File: src/rtl/buyruk_on_getir.sv
// Instruction prefetch queue: fetches sequential words from L1 instruction memory into a small FIFO for decode.
// Latency: a response accepted while l1b_bekle_i is low appears on cyo_* next cycle; one request in flight at a time.
// Backpressure: a new request is issued only if the queue has room; decode pops with cyo_al_i; a redirect flushes the queue.
module buyruk_on_getir #(
  parameter int unsigned DERINLIK     = 4,
  parameter logic [31:0] BASLANGIC_PS = 32'h4000_0000
) (
  input  logic                       clk_i,
  input  logic                       rst_i,
  input  logic                       l1b_bekle_i,
  input  logic [31:0]                l1b_deger_i,
  output logic                       l1b_chip_select_n_o,
  output logic [31:0]                l1b_adres_o,
  input  logic                       yrt_atlanan_ps_gecerli_i,
  input  logic [30:0]                yrt_atlanan_ps_i,
  output logic [31:0]                cyo_buyruk_o,
  output logic [30:0]                cyo_ps_o,
  output logic                       cyo_gecerli_o,
  input  logic                       cyo_al_i,
  output logic [$clog2(DERINLIK):0]  doluluk_o
);

  localparam int unsigned PW = $clog2(DERINLIK);
  localparam int unsigned CW = PW + 1;
  localparam logic [CW-1:0] DOLU = CW'(DERINLIK);

  typedef enum logic [1:0] {
    BOSTA = 2'd0,
    ISTEK = 2'd1,
    IPTAL = 2'd2
  } durum_t;

  durum_t        durum;
  durum_t        durum_sonraki;

  logic [31:0]   buyruk_mem [DERINLIK];
  logic [30:0]   ps_mem     [DERINLIK];
  logic [PW-1:0] oku_ptr;
  logic [PW-1:0] yaz_ptr;
  logic [CW-1:0] sayac;
  logic [CW-1:0] sayac_sonraki;

  // getir_ps: next PC to fetch; istek_ps: PC of the request currently on the L1 port
  logic [30:0]   getir_ps;
  logic [30:0]   getir_ps_sonraki;
  logic [30:0]   istek_ps;

  logic          yonlendir;
  logic          ekle;
  logic          cikar;
  logic          yeni_istek;

  // A redirect overrides everything: no push, no pop, queue emptied
  assign yonlendir     = yrt_atlanan_ps_gecerli_i;
  assign ekle          = (durum == ISTEK) && !l1b_bekle_i && !yonlendir;
  assign cikar         = cyo_al_i && (sayac != '0) && !yonlendir;
  assign sayac_sonraki = yonlendir ? '0 : (sayac + CW'(ekle) - CW'(cikar));

  // Fetch PC after this edge: redirect target, else the word after the one just pushed
  assign getir_ps_sonraki = yonlendir ? yrt_atlanan_ps_i :
                            ekle      ? (istek_ps + 31'd2) : getir_ps;

  // A fresh request starts next cycle whenever we enter ISTEK from idle or after a response
  assign yeni_istek = (durum_sonraki == ISTEK) && ((durum == BOSTA) || !l1b_bekle_i);

  // State register
  always_ff @(posedge clk_i or negedge rst_i) begin
    if (!rst_i) durum <= BOSTA;
    else        durum <= durum_sonraki;
  end

  // Next-state decision; issue only while the queue will have room after this edge
  always_comb begin
    durum_sonraki = durum;
    unique case (durum)
      BOSTA: begin
        if (sayac_sonraki < DOLU) durum_sonraki = ISTEK;
      end
      ISTEK: begin
        if (yonlendir)         durum_sonraki = l1b_bekle_i ? IPTAL : ISTEK;
        else if (!l1b_bekle_i) durum_sonraki = (sayac_sonraki < DOLU) ? ISTEK : BOSTA;
      end
      IPTAL: begin
        if (!l1b_bekle_i) durum_sonraki = ISTEK;
      end
      default: durum_sonraki = BOSTA;
    endcase
  end

  // Chip select decoded from the state register alone
  always_comb begin
    l1b_chip_select_n_o = 1'b1;
    if ((durum == ISTEK) || (durum == IPTAL)) l1b_chip_select_n_o = 1'b0;
  end

  // Fetch PC and request address; istek_ps only moves when a new request begins, so it holds during waits
  always_ff @(posedge clk_i or negedge rst_i) begin
    if (!rst_i) begin
      getir_ps <= BASLANGIC_PS[31:1];
      istek_ps <= BASLANGIC_PS[31:1];
    end else begin
      getir_ps <= getir_ps_sonraki;
      if (yeni_istek) istek_ps <= getir_ps_sonraki;
    end
  end

  // Queue occupancy and wrap-around pointers
  always_ff @(posedge clk_i or negedge rst_i) begin
    if (!rst_i) begin
      sayac   <= '0;
      oku_ptr <= '0;
      yaz_ptr <= '0;
    end else begin
      sayac <= sayac_sonraki;
      if (yonlendir) begin
        oku_ptr <= '0;
        yaz_ptr <= '0;
      end else begin
        if (ekle)  yaz_ptr <= yaz_ptr + PW'(1);
        if (cikar) oku_ptr <= oku_ptr + PW'(1);
      end
    end
  end

  // Queue storage; contents need no reset since the count gates visibility
  always_ff @(posedge clk_i) begin
    if (ekle) begin
      buyruk_mem[yaz_ptr] <= l1b_deger_i;
      ps_mem[yaz_ptr]     <= istek_ps;
    end
  end

  assign l1b_adres_o   = {istek_ps, 1'b0};
  assign cyo_buyruk_o  = buyruk_mem[oku_ptr];
  assign cyo_ps_o      = ps_mem[oku_ptr];
  assign cyo_gecerli_o = (sayac != '0);
  assign doluluk_o     = sayac;

endmodule
File: config.mk
export PLATFORM = sky130hd
export DESIGN_NAME = buyruk_on_getir
export DESIGN_NICKNAME = d
export VERILOG_FILES = /design/src/rtl/buyruk_on_getir.sv
export SDC_FILE = /design/constraint.sdc
export NUM_CORES = 1
export LEC_CHECK = 0
export BUFFER_PORTS_ARGS = -buffer_cell sky130_fd_sc_hd__buf_2
export CORE_MARGIN = 2
export CORE_UTILIZATION = 25
export CTS_CLUSTER_SIZE = 16
export DETAILED_ROUTE_END_ITERATION = 12
export GPL_ROUTABILITY_DRIVEN = 0
export PLACE_DENSITY = 0.39
export SYNTH_ARGS = -nofsm -noshare
export SYNTH_HDL_FRONTEND = slang
export SYNTH_SLANG_ARGS = --single-unit
File: constraint.sdc
create_clock -name clk_i -period 4.05 [get_ports clk_i]
set_clock_uncertainty 0.2 [all_clocks]
set_input_delay 0.81 -clock clk_i [delete_from_list [all_inputs] [get_ports clk_i]]
set_output_delay 0.81 -clock clk_i [all_outputs]
set_load 0.005 [all_outputs]
# Word-level counts from Yosys, hierarchy flattened
# Memories as Yosys holds them, arrays and structs flattened.
# Cells that the tools add are included.
# word_totals
register_bits,71
mem_bits_rw,252
in_bits,68
elab_cells,47
memories,2
# op_classes
n_addsub,5
magnitude_cmp,1
eq_ne,3
n_mux,17
reduce_logical,13
# memory_table
memory,words,width,rd,rd_clocked_by_memory_dff,write_ports,line,rtl
buyruk_mem,4,32,1,0,1,36,logic [31:0] buyruk_mem [DERINLIK];
ps_mem,4,31,1,0,1,37,logic [30:0] ps_mem [DERINLIK];
# op_table
op,count
31-bit two-way mux,2
"31-bit by 2-bit adder with 31-bit output, second input constant",1
2-bit two-way mux,9
2-bit case mux with 3 select lines,1
1-bit logical AND,5
"2-bit by 1-bit adder with 2-bit output, second input constant",2
"2-bit by 1-bit == test with 1-bit output, second input constant",2
1-bit two-way mux,4
2-bit nonzero test,2
3-bit by 1-bit adder with 3-bit output,1
"3-bit less-than comparator, second input constant",1
3-bit two-way mux,1
3-bit nonzero test,1
3-bit by 1-bit subtractor with 3-bit output,1
"2-bit == test, second input constant",1
1-bit zero test,2
2-bit zero test,1
1-bit logical OR,2

# Longest topological paths before layout
# logic_depth
ltp_word,13
mapped_depth,18

# Least setup slack after synthesis
# No wires, ideal clock.
# synth_timing
path_kind,in2reg
from,input yrt_atlanan_ps_gecerli_i
to,register istek_ps[10]
setup_time_ps,125
arrival_time_ps,4506
required_ps,3725
path_slack_ps,-781
cell_stages,17
cell_sequence,clkbuf_1 buf_1 clkbuf_1 buf_1 nor2_1 ha_1 inv_1 ha_1 inv_1 fa_1 xnor3_1 nor2_1 a2111oi_4 and2_0 clkbuf_1 buf_2 mux2_2
# synth_between
elab_chain_cells,12
elab_cells_between_ends,16
# synth_lines
element,line,rtl
"start, declared",14,"input logic yrt_atlanan_ps_gecerli_i,"
1-bit zero test,"55, 56",
1-bit logical AND,55,assign ekle = (durum == ISTEK) && !l1b_bekle_i && !yonlendir;
3-bit by 1-bit adder with 3-bit output,57,assign sayac_sonraki = yonlendir ? '0 : (sayac + CW'(ekle) - CW'(cikar));
3-bit by 1-bit subtractor with 3-bit output,57,
3-bit two-way mux (*),57,
named net sayac_sonraki[2],41,logic [CW-1:0] sayac_sonraki;
3-bit less-than comparator (*),"77, 81",
1-bit two-way mux,81,else if (!l1b_bekle_i) durum_sonraki = (sayac_sonraki < DOLU) ? ISTEK : BOSTA;
2-bit two-way mux,81,
2-bit two-way mux,80,if (yonlendir) durum_sonraki = l1b_bekle_i ? IPTAL : ISTEK;
2-bit case mux with 3 select lines (*),75,unique case (durum)
2-bit by 1-bit == test with 1-bit output (*),64,assign yeni_istek = (durum_sonraki == ISTEK) && ((durum == BOSTA) || !l1b_bekle_i);
1-bit logical AND (*),64,
"end signal, assigned",100,istek_ps <= BASLANGIC_PS[31:1];
"end signal, assigned",103,if (yeni_istek) istek_ps <= getir_ps_sonraki;
"end, declared",46,logic [30:0] istek_ps;
# The timed path passes the listed nets; every way through them passes the cells marked *.
# A chain may end at the register's enable or synchronous reset.

# Worst setup path in the final report
# layout_timing
from,register sayac[1] (netlist: doluluk_o[1])
to,register istek_ps[8]
# layout_between
elab_chain_cells,12
elab_cells_between_ends,14
# layout_lines
element,line,rtl
"start, declared",40,logic [CW-1:0] sayac;
"start signal, assigned",114,sayac <= sayac_sonraki;
branches (longest 3 deep; another with 3-bit by 1-bit adder with 3-bit output),-,
3-bit by 1-bit subtractor with 3-bit output (*),57,
3-bit two-way mux (*),57,
named net sayac_sonraki[2],41,
3-bit less-than comparator (*),"77, 81",
1-bit two-way mux,81,
2-bit two-way mux,81,
2-bit two-way mux,80,
2-bit case mux with 3 select lines (*),75,
2-bit by 1-bit == test with 1-bit output (*),64,
1-bit logical AND (*),64,
# Mark *: on every way through the listed nets, which the timed path passes.

==> impl_metrics.yaml <==
run_status:
  status: "finished clean"
power:
  comb_power_share: 0.257
  pwr-share-clk: 0.313
  p_int_mw: 7.82
  ir_drop_mv: 0.334
  p_leak_nw: 5.86
  switchingPower_mw: 3.35
  switching_share: 0.300
  p_seq_frac: 0.430
  p_per_area_nw_per_um2: 685
  power_mw: 11.2
global_routing:
  antenna_found_initial: 3
  grt_pass1_vias: 7700
  grt_first_pass_wirelength_um: 51700
  grt.total_usage: 0.130
  overflow: 0
  grt_max_degree: 64
worst_setup_path:
  start_kind: "flop"
  crit_start: "doluluk_o[1]$_DFF_PN0_"
  arrival_ns: 3.93
  cp.required_ns: 4.28
  path_cells: "or3_1, nand2_1, nor2_4, ha_4, inv_2, ha_4, inv_2, fa_2, xnor3_1, nor2_4, a2111oi_4, and2_2, buf_12, mux2_4"
  worstSetupPathType: "flop to flop"
  slowest_stage: "dfrtp_1"
  crit_path_end_kind: "flop"
  cp_top_family: "simple AND/OR/NAND/NOR gates"
  critical_path_buf_inv_count: 3
  cpPeakStageDelay_ns: 0.44
  crit_fanout: 24
  r2r-start: "doluluk_o[1]$_DFF_PN0_"
logic_synthesis:
  synth_nets: 828
  postSynth.asyncResetShare: 0.220
  yosys_warnings: 0
  synth_most_common_cell: "edfxtp_1"
  synth_area_sq_um: 13000
  ys.flop_type: "edfxtp_1"
  netlist_top_cells_area: "edfxtp_1 (58%), dfrtp_1 (13%), mux4_2 (11%)"
  synth-seq-cells: 323
  synth-edff-count: 252
  avgSynthCellArea_sq_um: 17.4
  synth_commonest_cells: "edfxtp_1 (252), dfrtp_1 (69), mux4_2 (63)"
  synth_cell_type_count: 56
  synth_top_area_share: 0.582
  syn_inst: 748
  yosysSeqAreaShare: 0.718
  synth_area_leader_cell: "edfxtp_1"
final_layout:
  drive_above_1_share: 0.373
  finalNonFillerCells: 1658
  design_area_sq_um: 16300
  diodes: 0
  layout.nets: 1028
  syn2layout_area_growth_pct: 25.3
  fill_cells: 5062
clocking:
  clock_path_buffers: 3
  root_buffer: "clkbuf_16"
  cts_setup_buffers: 0
  clock_latency_ns: 0.54
  htreeDepth: 2
  hold_buffers: 0
  cts_made_buffers: 40
  cts.repair.resized: 0
  cts_tree: "yes"
  cts_sinks: 323
  clk_pin_slew_ns: 0.06
place:
  port_buffers: 166
  dp_slack_ns: 0.158
  dpl.hpwl_um: 22000
  placed_area_sq_um: 15000
  dp_cells: 1586
timing:
  tightest_slew_ns: 0.906
  fin_ws_ns: 0.352
  hold_violations: 0
  maxSlewHeadroom: 0.396
  post-route-min-period_ns: 3.70
  clock.fmax_mhz: 270
  drv_slew: 0
  fin_crit_sh: 0.913
  finalSetupViolations: 0
  holdWs_ns: 0.164
  rsz0062_at_grt: "no"
routing:
  drt_pass1_iterations: 6
  wire_per_inst_um: 21.0
  ant_nets: 0
  wirelength_um: 34800
  vias: 7322
  drt_iter0_drc: 380
  drc_errors: 0
  avgViaCountPerCell: 4.42
floorplanning:
  die_x_um: 232
  num_rows: 83
  start_util: 0.253
  chipHeight_um: 232
  die-area_sq_um: 53900
  num_io_pins: 168
  coreArea_sq_um: 51400
run:
  drv_cap: 0
worst_hold_path:
  hold_class: "input pin to async pin"
registers in the layout, indices dropped and copies added (netlist names):
name        cells
buyruk_mem    128
ps_mem        124
getir_ps       31
istek_ps       31
doluluk_o       3
durum           2
oku_ptr         2
yaz_ptr         2
cell usage in the layout (no fill, tap or decap), types with 10 or more instances in the layout:
cell       synthesis  routed
nand2_1           56      56
mux4_2            63      63
dfrtp_1           69      67
nor2_1            26      24
mux2_4             0      22
o21ai_0           29      29
buf_2              4     165
clkbuf_16          0      41
edfxtp_1         252     252
a21oi_1           18      18
nand3_1           12      12
xnor2_1           11      11
buf_4              1      28
inv_1             13      10
power groups by stage:
stage                     Sequential (mW)  Combinational, mW  Clock [mW]
after floorplan                      4.62               1.92           0
after global placement               4.89               2.94           0
after detailed placement             4.90               2.94           0
after CTS                            4.84               2.96        3.63
after global routing                 4.91               3.15        3.74
final                                4.80               2.87        3.49
layer usage:
metal	wire length [um]	GRT usage
met1	16400	0.183
met2	15800	0.201
met3	1750	0.0275
met4	847	0.0441
met5	8	0
worst reg2reg max path, stage by stage, from the launching register on:
cell and delay (ns):
dfrtp_1 0.44, or3_1 0.41, nand2_1 0.18, nor2_4 0.05
ha_4 0.23, inv_2 0.06, ha_4 0.12, inv_2 0.03
fa_2 0.34, xnor3_1 0.29, nor2_4 0.08, a2111oi_4 0.37
and2_2 0.24, buf_12 0.23, mux2_4 0.33
metrics by stage:
step / setup TNS, ns / utilization
2_1_floorplan: -3.55 / -
3_3_place_gp: 0 / 0.292
3_5_place_dp: 0 / 0.292
4_1_cts: 0 / 0.317
5_1_grt: 0 / 0.317
6_report: 0 / 0.317
layout make-up:
cell class                      count  area, sq um  area share
Clock buffer                       49         1070      0.0654
Clock inverter                     23          211      0.0130
Inverter                           13         48.8     0.00299
Multi-Input combinational cell    370         3590       0.221
Sequential cell                   323         9350       0.574
Tap cell                          680          851      0.0522
Timing Repair Buffer              200         1180      0.0721
worst paths after layout:
path | depth (start not counted) | slack (ns) | end
setup / recovery | 14 | 0.35 | istek_ps[8]$_DFFE_PN0P_
hold / removal | 1 | 0.16 | getir_ps[18]$_DFF_PN0_
setup reg to reg | 14 | 0.35 | istek_ps[8]$_DFFE_PN0P_
hold reg to reg | 2 | 0.38 | yaz_ptr[1]$_DFFE_PN0P_
max in group asynchronous | 2 | 2.74 | istek_ps[9]$_DFFE_PN0P_
min in group clk_i | 1 | 0.28 | buyruk_mem[1][27]$_DFFE_PP_
logic make-up (layout without fill, tap and decap cells):
| logic type | after synthesis | after routing | synth area share |
|---|---|---|---|
| DFF | 323 | 323 | 0.718 |
| buffers and inverters | 55 | 285 | 0.0165 |
| muxes | 89 | 89 | 0.131 |
| adders and majority gates | 12 | 12 | 0.0121 |
| other | 1 | 1 | 0.000288 |
| xor gates and xnor gates | 18 | 18 | 0.0132 |
| and+or+nand+nor | 158 | 158 | 0.0610 |
| AOI/OAI and AO/OA | 92 | 92 | 0.0472 |
(Power assumes the default switching activity.)
